File: src/rtl/booth_pkg.sv
// ============================================================
// booth_pkg : shared types and helpers for booth_seq_mult
// Rev 1.0
// ============================================================
`default_nettype none

package booth_pkg;

  typedef enum logic [1:0] {
    IDLE = 2'd0,
    CALC = 2'd1,
    DONE = 2'd2
  } state_t;

  typedef enum logic [2:0] {
    ZERO = 3'd0,
    POS1 = 3'd1,
    POS2 = 3'd2,
    NEG1 = 3'd3,
    NEG2 = 3'd4
  } sel_t;

  // Unsigned operands need one extra digit to consume the zero-extended MSBs.
  function automatic int num_digits(input int width, input logic is_signed);
    return is_signed ? width / 2 : width / 2 + 1;
  endfunction

endpackage

`default_nettype wire

File: src/rtl/booth_digit_sel.sv
// ============================================================
// booth_digit_sel : radix-4 Booth digit to partial-product select
// Rev 1.0
// ============================================================
`default_nettype none

module booth_digit_sel
  import booth_pkg::*;
#(
  parameter int WIDTH = 16
) (
  input  logic [2:0]       digit,
  input  logic [WIDTH+1:0] m,
  output logic [WIDTH+1:0] pp,
  output logic             comp
);

  sel_t sel;

  always_comb begin
    case (digit)
      3'b001, 3'b010: sel = POS1;
      3'b011:         sel = POS2;
      3'b100:         sel = NEG2;
      3'b101, 3'b110: sel = NEG1;
      default:        sel = ZERO;
    endcase
  end

  // Negatives are one's complement here; comp supplies the +1 in the adder.
  always_comb begin
    pp   = '0;
    comp = 1'b0;
    case (sel)
      POS1: pp = m;
      POS2: pp = {m[WIDTH:0], 1'b0};
      NEG1: begin
        pp   = ~m;
        comp = 1'b1;
      end
      NEG2: begin
        pp   = ~{m[WIDTH:0], 1'b0};
        comp = 1'b1;
      end
      default: pp = '0;
    endcase
  end

endmodule

`default_nettype wire

File: src/rtl/booth_seq_mult.sv
// ============================================================
// booth_seq_mult : iterative radix-4 Booth multiplier, one digit per clock
// Rev 1.0 -- optional early termination via BOOTH_EARLY_TERM_EN
// ============================================================
`default_nettype none

module booth_seq_mult
  import booth_pkg::*;
#(
  parameter int WIDTH = 16,
  parameter int CNT_W = $clog2(WIDTH / 2 + 2)
) (
  input  logic               clk,
  input  logic               rst_n,
  input  logic               in_valid,
  output logic               in_ready,
  input  logic               in_signed,
  input  logic [WIDTH-1:0]   in_a,
  input  logic [WIDTH-1:0]   in_b,
  output logic               out_valid,
  input  logic               out_ready,
  output logic [2*WIDTH-1:0] out_p,
  output logic               out_signed
);

  localparam int M_W   = WIDTH + 2;
  localparam int HI_W  = WIDTH + 3;
  localparam int LO_W  = WIDTH + 2;
  localparam int ACC_W = HI_W + LO_W;
  localparam int Q_W   = WIDTH + 3;
  localparam int P_W   = 2 * WIDTH;
  localparam int SH_W  = $clog2(LO_W + 1);

  state_t             state_q, state_d;
  logic [M_W-1:0]     m_q, m_d;
  logic [Q_W-1:0]     q_q, q_d;
  logic [ACC_W-1:0]   acc_q, acc_d;
  logic [CNT_W-1:0]   cnt_q, cnt_d;
  logic [CNT_W-1:0]   last_q, last_d;
  logic               mode_q, mode_d;
  logic               in_ready_q, in_ready_d;
  logic               out_valid_q, out_valid_d;
  logic [P_W-1:0]     out_p_q, out_p_d;
  logic               out_signed_q, out_signed_d;

  logic [M_W-1:0]     pp;
  logic               comp;
  logic [HI_W-1:0]    hi_sum;
  logic signed [ACC_W-1:0] sum;
  logic [SH_W-1:0]    shamt;
  logic [P_W-1:0]     prod;
  logic               last_digit;

  booth_digit_sel #(.WIDTH(WIDTH)) u_digit_sel (
    .digit (q_q[2:0]),
    .m     (m_q),
    .pp    (pp),
    .comp  (comp)
  );

  assign hi_sum = acc_q[ACC_W-1 -: HI_W] + {pp[M_W-1], pp} + HI_W'(comp);
  assign sum    = {hi_sum, acc_q[LO_W-1:0]};

  // Product sits 2*(digits retired) bits into the low half; realign in one shift.
  assign shamt  = SH_W'(LO_W) - SH_W'({cnt_q, 1'b0});
  assign prod   = P_W'(sum >>> shamt);

`ifdef BOOTH_EARLY_TERM_EN
  logic [Q_W-3:0] rest;
  assign rest       = q_q[Q_W-1:2];
  assign last_digit = (cnt_q == last_q) || (&rest) || (~|rest);
`else
  assign last_digit = (cnt_q == last_q);
`endif

  always_comb begin
    state_d      = state_q;
    m_d          = m_q;
    q_d          = q_q;
    acc_d        = acc_q;
    cnt_d        = cnt_q;
    last_d       = last_q;
    mode_d       = mode_q;
    in_ready_d   = in_ready_q;
    out_valid_d  = out_valid_q;
    out_p_d      = out_p_q;
    out_signed_d = out_signed_q;
    case (state_q)
      IDLE: begin
        if (in_valid && in_ready_q) begin
          state_d    = CALC;
          in_ready_d = 1'b0;
          m_d        = {(in_signed ? {2{in_a[WIDTH-1]}} : 2'b00), in_a};
          q_d        = {(in_signed ? {2{in_b[WIDTH-1]}} : 2'b00), in_b, 1'b0};
          acc_d      = '0;
          cnt_d      = '0;
          last_d     = CNT_W'(num_digits(WIDTH, in_signed) - 1);
          mode_d     = in_signed;
        end
      end
      CALC: begin
        acc_d = sum >>> 2;
        q_d   = $signed(q_q) >>> 2;
        cnt_d = cnt_q + CNT_W'(1);
        if (last_digit) begin
          state_d      = DONE;
          out_valid_d  = 1'b1;
          out_p_d      = prod;
          out_signed_d = mode_q;
        end
      end
      DONE: begin
        if (out_ready) begin
          state_d     = IDLE;
          out_valid_d = 1'b0;
          in_ready_d  = 1'b1;
        end
      end
      default: state_d = IDLE;
    endcase
  end

  always_ff @(posedge clk or negedge rst_n) begin
    if (!rst_n) begin
      state_q      <= IDLE;
      m_q          <= '0;
      q_q          <= '0;
      acc_q        <= '0;
      cnt_q        <= '0;
      last_q       <= '0;
      mode_q       <= 1'b0;
      in_ready_q   <= 1'b1;
      out_valid_q  <= 1'b0;
      out_p_q      <= '0;
      out_signed_q <= 1'b0;
    end else begin
      state_q      <= state_d;
      m_q          <= m_d;
      q_q          <= q_d;
      acc_q        <= acc_d;
      cnt_q        <= cnt_d;
      last_q       <= last_d;
      mode_q       <= mode_d;
      in_ready_q   <= in_ready_d;
      out_valid_q  <= out_valid_d;
      out_p_q      <= out_p_d;
      out_signed_q <= out_signed_d;
    end
  end

  assign in_ready   = in_ready_q;
  assign out_valid  = out_valid_q;
  assign out_p      = out_p_q;
  assign out_signed = out_signed_q;

endmodule

`default_nettype wire

File: config.mk
export PLATFORM = sky130hd
export DESIGN_NAME = booth_seq_mult
export DESIGN_NICKNAME = d
export VERILOG_FILES = /design/src/rtl/booth_pkg.sv /design/src/rtl/booth_digit_sel.sv /design/src/rtl/booth_seq_mult.sv
export SDC_FILE = /design/constraint.sdc
export NUM_CORES = 1
export LEC_CHECK = 0
export ABC_AREA = 1
export ABC_CLOCK_PERIOD_IN_PS = 10000
export CORE_ASPECT_RATIO = 1.4
export CORE_MARGIN = 2
export CORE_UTILIZATION = 46
export CTS_CLUSTER_DIAMETER = 30
export DETAILED_ROUTE_END_ITERATION = 8
export PLACE_DENSITY = 0.79
export SYNTH_ARGS = -nofsm -noshare
export SYNTH_HDL_FRONTEND = slang
export SYNTH_SLANG_ARGS = --single-unit
export TNS_END_PERCENT = 1
File: constraint.sdc
create_clock -name clk -period 10 [get_ports clk]
set_clock_uncertainty 0.2 [all_clocks]
set_input_delay 1.5 -clock clk [delete_from_list [all_inputs] [get_ports clk]]
set_output_delay 1.5 -clock clk [all_outputs]
set_load 0.01 [all_outputs]
======== After elaboration in Yosys (flattened, before gate mapping) ========
Cells that the tools add are included.
storage, ports and cells
  input bits .............................. 37
  bits in registers ....................... 120
cells by class
  mux-type cells .......................... 22
  reductions and logical operators ........ 15
  bitwise gates (word level) .............. 3
  eq/ne operators ......................... 16
  shift-type cells ........................ 1
  add/sub/neg operators ................... 5
operators by type and width
  operator                                                                count
  37-bit one-hot mux with 2 select lines                                  1
  18-bit one-hot mux with 4 select lines                                  1
  19-bit one-hot mux with 2 select lines                                  1
  37-bit 2-to-1 mux                                                       1
  37-bit by 5-bit >>> shifter with 32-bit output                          1
  18-bit inverter                                                         2
  19-bit by 1-bit adder with 19-bit output                                1
  19-bit adder                                                            1
  19-bit 2-to-1 mux                                                       1
  3-bit by 2-bit equality test with 1-bit output (second input constant)  4
  3-bit equality test (second input constant)                             4
  3-bit one-hot mux with 4 select lines                                   1
  3-bit AND reduction                                                     4
  2-bit 2-to-1 mux                                                        5
  4-bit one-hot mux with 2 select lines                                   1
  3-bit by 1-bit equality test with 1-bit output (second input constant)  2
  1-bit 2-to-1 mux                                                        6
  2-bit inequality test (second input constant)                           3
  2-bit one-hot mux with 3 select lines                                   1
  2-bit AND reduction                                                     3
  2-bit nonzero test                                                      3
  2-bit OR reduction                                                      3
  5-bit subtractor (first input constant)                                 1
  4-bit by 1-bit adder with 4-bit output (second input constant)          1
  9 further kinds                                                         10

======== Longest topological paths before layout ========
  word-level depth ........................ 8
  mapped depth ............................ 24

======== Hierarchy ========
A second synthesis with hierarchy kept.
second synthesis, totals
  cells, all modules ...................... 1125
  area total of the unflattened synthesis .. 7836.3 um2
modules (own cells, without submodules)
  module           cells each  sequential area each (um2)  instances  area an instance (um2)
  booth_seq_mult   945         2854.0                      1          6937.9
  booth_digit_sel  180         0.0                         1          898.4

======== Worst setup path before layout ========
No wires, ideal clock.
  kind .................................... reg2reg
  from .................................... reg q_q[0]
  to ...................................... reg out_p_q[14] (netlist: out_p[14])
  period minus slack after synthesis ...... 3388 ps
  cell stages (with the launch flop) ...... 22
  path slack .............................. 6612 ps
  required time ........................... 9680 ps
  arrival ................................. 3067 ps
  cells stage by stage .................... dfrtp_1 > inv_1 > nand2_1 > a21oi_1 > clkbuf_1 > a21oi_1 > fa_1 > inv_1 > fa_1 > nand3_1 > nand3_2 > nand2_1 > nand2_1 > nand3_1 > nand2_1 > nand2_1 > nand3_1 > nand3_1 > nand3_1 > nand2_1 > o21ai_1 > nand2_1
between the ends
  longest elaborated chain between the ends .. 8
RTL lines
  element                                                                              RTL line                                     source
  from (decl)                                                                          booth_seq_mult.sv:36                         logic [Q_W-1:0] q_q, q_d;
  from (signal assigned)                                                               booth_seq_mult.sv:139                        q_q <= q_d;
  3-bit equality test, or another cell as far along                                    booth_digit_sel.sv:21                        case (digit)
  2-bit OR reduction                                                                   booth_digit_sel.sv:21
  3-bit one-hot mux with 4 select lines *                                              booth_digit_sel.sv:21
  3-bit equality test, or another cell as far along                                    booth_digit_sel.sv:34                        case (sel)
  18-bit one-hot mux with 4 select lines / 2-bit OR reduction (equally long branches)  n/a
  19-bit adder / 1-bit 2-to-1 mux (equally long branches)                              booth_seq_mult.sv:61, booth_digit_sel.sv:34
  19-bit by 1-bit adder with 19-bit output *                                           booth_seq_mult.sv:61                         assign hi_sum = acc_q[ACC_W-1 -: HI_W] + {pp[M_W-1], pp} + HI_W'(comp);
  37-bit by 5-bit >>> shifter with 32-bit output *                                     booth_seq_mult.sv:66                         assign prod = P_W'(sum >>> shamt);
  to (signal assigned)                                                                 booth_seq_mult.sv:146                        out_p_q <= out_p_d;
  to (decl)                                                                            booth_seq_mult.sv:43                         logic [P_W-1:0] out_p_q, out_p_d;
Mark *: on every way between the ends. The rest lies on a longest branch, timed or not.
A chain may end at the register's enable or synchronous reset.

======== Worst setup path in the final report ========
  from .................................... reg q_q[0]
  to ...................................... reg out_p_q[12] (netlist: out_p[12])
Same word-level chain as after synthesis.

==> results.md <==
* Asr flop ratio synth at 100%
* Worst-path fanout max at 18
* Root Buffer Master: clkbuf_16
* Syn avg cell area at roughly 7.4 sq um
* Clock Pin Slew Worst Setup and Hold Paths at approximately 60 ps
* Synthesized flop and latch total at 114
* Io pins at 72
* Routed Antenna Nets at 0
* Syn. warnings at 0
* Synth-to-Final Area Change at 18.7%
* Overflow after GRT at 0
* Endpoints failing setup at 0
* Peak supply drop at approximately 0.000098 V
* Setup_tns at 0 ps
* Vias/cell at about 5.7
* GP Congestion at 0.938
* Core Box Area at between 0.015 and 0.02 sq mm
* Die X at 111 microns
* Chip Height at roughly 150 microns
* First-pass GRT wire length at roughly 34000 microns
* Worst path required time at between 10000 and 15000 ps
* Slew Viols, Final at 0
* Worst slew pin tran at approximately 1300 ps
* Initial antenna violation count at 0
* Vias in the first global route at about 6800
* Hold-fix buffers at CTS at 0
* Final period utilization at 43.0%
* Row Count at 54
* Max-cap check violation count at 0
* Postcts setup bufs at 0
* Worst hold-check path type: flip-flop to flip-flop
* Worst Setup End Kind: flip-flop
* Critical Path AT at approximately 4500 ps
* Synth area leaders: dfrtp_1 39%, nand2_1 14%, nand3_1 8.4%, inv_1 4.4%, o21ai_0 3.8%
* Post-synth top cells: 280 x nand2_1, 123 x nand3_1, 113 x dfrtp_1
* Worst slew margin at around 15%
* Final number of hold-violating endpoints at 0
* Multi-input gate area at between 0.003 and 0.004 sq mm
* Clk sink count at between 100 and 150
* Nets at roughly 1100
* Total Routed Length at 20400 microns
* Storage element area at around 0.0029 sq mm
* Total CTS buffers at 17
* Post-synthesis sequential area ratio at between 30% and 40%
* DP HPWL at approximately 15000 microns
* CTS tree: done
* Largest area contributor in the netlist: dfrtp_1
* DR pass1 iterations at 5
* Post-synth top flop: dfrtp_1
* RSZ-0062 raised after global routing: no
* Layout cell share with drive strength beyond 1 at around 8.4%
* Via count at slightly above 7000
* Initial Util at 47.0%
* Clock Latency Late Sink at 420 ps
* GR Util All Layers at 24.5%
* PwrDens at 127 mW/mm^2
* CTS resizes at 0
* Min cycle time layout at roughly 4300 ps
* Pin count of the biggest net entering global routing at between 70 and 80
* H-tree Lvls at 4
* Post-synth EDFFs at 0
* Fill count at roughly 1400
* Initial drt markers at roughly 450
* Die area at around 0.017 sq mm
* Syn Inst Count at roughly 1000
* Yosys cell types at ~50
* Total power at approximately 1100 uW
* DRC viols at 0
* Syn Nets at between 1000 and 1500
* Count leader, synth: nand2_1
* Routed WL per cell at 16.4 microns
* CTS Buffer Depth at 2
* Synth Cell Area at between 0.007 and 0.008 sq mm
* Post-synth top area share at 38.6%
* Status: finished clean
* Leak pwr at about 0.0044 uW
* Input/output buffers at slightly above 70
* Antenna Diode Count at 0
* Crit start category: flip-flop
* F_max at about 230 MHz
* Crit Path Class: flip-flop to flip-flop
* Worst reg2reg path depth at 18
* Hold Path Depth at 2
metrics by stage:
| step | std cells | util (%) | setup WS, ps | area (sq um) | hold slack (ps) |
|---|---|---|---|---|---|
| after floorplan | 996 | - | 6610 | 7330 | 250 |
| after global placement | 1215 | 52.0 | 5900 | 8110 | 263 |
| after detailed placement | 1215 | 52.0 | 5790 | 8110 | 268 |
| after CTS | 1246 | 55.8 | 5750 | 8710 | 283 |
| after global routing | 1246 | 55.8 | 5360 | 8710 | 297 |
| final | 1246 | 55.8 | 5700 | 8710 | 283 |
metal layers:
| metal | GRT usage [%] | vias up | share of wire (%) |
|---|---|---|---|
| li1 | - | 3466 | - |
| met1 | 30.4 | 3319 | 42 |
| met2 | 40.6 | 238 | 49 |
| met3 | 4.08 | 62 | 4.8 |
| met4 | 13.3 | 0 | 4.3 |
| met5 | 0 | - | 0 |
final cells by class:
| type | instances | area share (%) |
|---|---|---|
| timing repair buffer | 79 | 8.82 |
| multi-input combinational | 734 | 44.8 |
| sequential | 114 | 32.8 |
| clock inverter | 10 | 1.54 |
| inverter | 92 | 3.97 |
| clock buffer | 21 | 5.29 |
| tap | 196 | 2.82 |
kinds of logic after synthesis:
family,count (synthesis),synth area share (%)
buf+inv,148,8.05
xor+xnor,8,1.06
mux,3,0.409
simple gates,496,29.7
compound gates,205,17.9
flops,114,38.9
fa+ha+maj,22,3.96
sequential cells by signal, summed over array words and instances, names as in the netlist:
name,count
in_ready,1
last_q,2
state_q,2
acc_q,35
m_q,17
out_valid,1
q_q,19
cnt_q,4
out_p,32
out_signed,1
worst max-delay path, cell delays in order, from the launching register on:
cell and delay, ps:
dfrtp_1 400, inv_1 120, nand2_1 60, a21oi_1 990, a21oi_1 220, fa_1 410, inv_1 120, fa_1 260
nand3_1 120, nand3_2 110, nand2_1 60, nand2_1 110, xor2_2 340, nand2_1 120, nand3_1 120, nand3_1 80
a31oi_1 220, o21ai_1 100, nand2_1 60
cells in the final DEF, fill, tap and decap left out, drive strengths merged, types with 2 or more instances in the layout:
master / count
o22ai: 21
dfrtp: 113
or2: 7
a31oi: 2
inv: 91
nand2: 290
nor2: 46
nand3: 130
buf: 9
clkdlybuf4s50: 70
a221oi: 13
ha: 20
o211ai: 7
a21oi: 56
xor2: 4
nand4: 2
xnor2: 4
fa: 2
clkbuf: 21
clkinvlp: 2
a22oi: 15
o221ai: 16
mux2i: 3
o21ai: 61
nor3: 17
a211oi: 2
a32o: 7
clkinv: 6
bufinv: 3
worst paths after layout:
path	startpoint	end	slack, ps
worst max-delay path	q_q[0]	out_p[12]	5700
worst min-delay path	out_p[5]	out_p[5]	280
worst max register to register	q_q[0]	out_p[12]	5700
worst min register to register	out_p[5]	out_p[5]	280
max in group asynchronous	rst_n	acc_q[25]	7380
min in group asynchronous	rst_n	acc_q[8]	870
where the power goes:
group / total (uW) / internal (uW) / leakage [uW] / switching, uW
Clock: 620 / 402 / 0.000289 / 218
Sequential: 462 / 462 / 0.00132 / 0
Combinational: 23.6 / 12.4 / 0.00280 / 11.2
Total: 1100 / 876 / 0.00441 / 229
(Power assumes the default switching activity.)
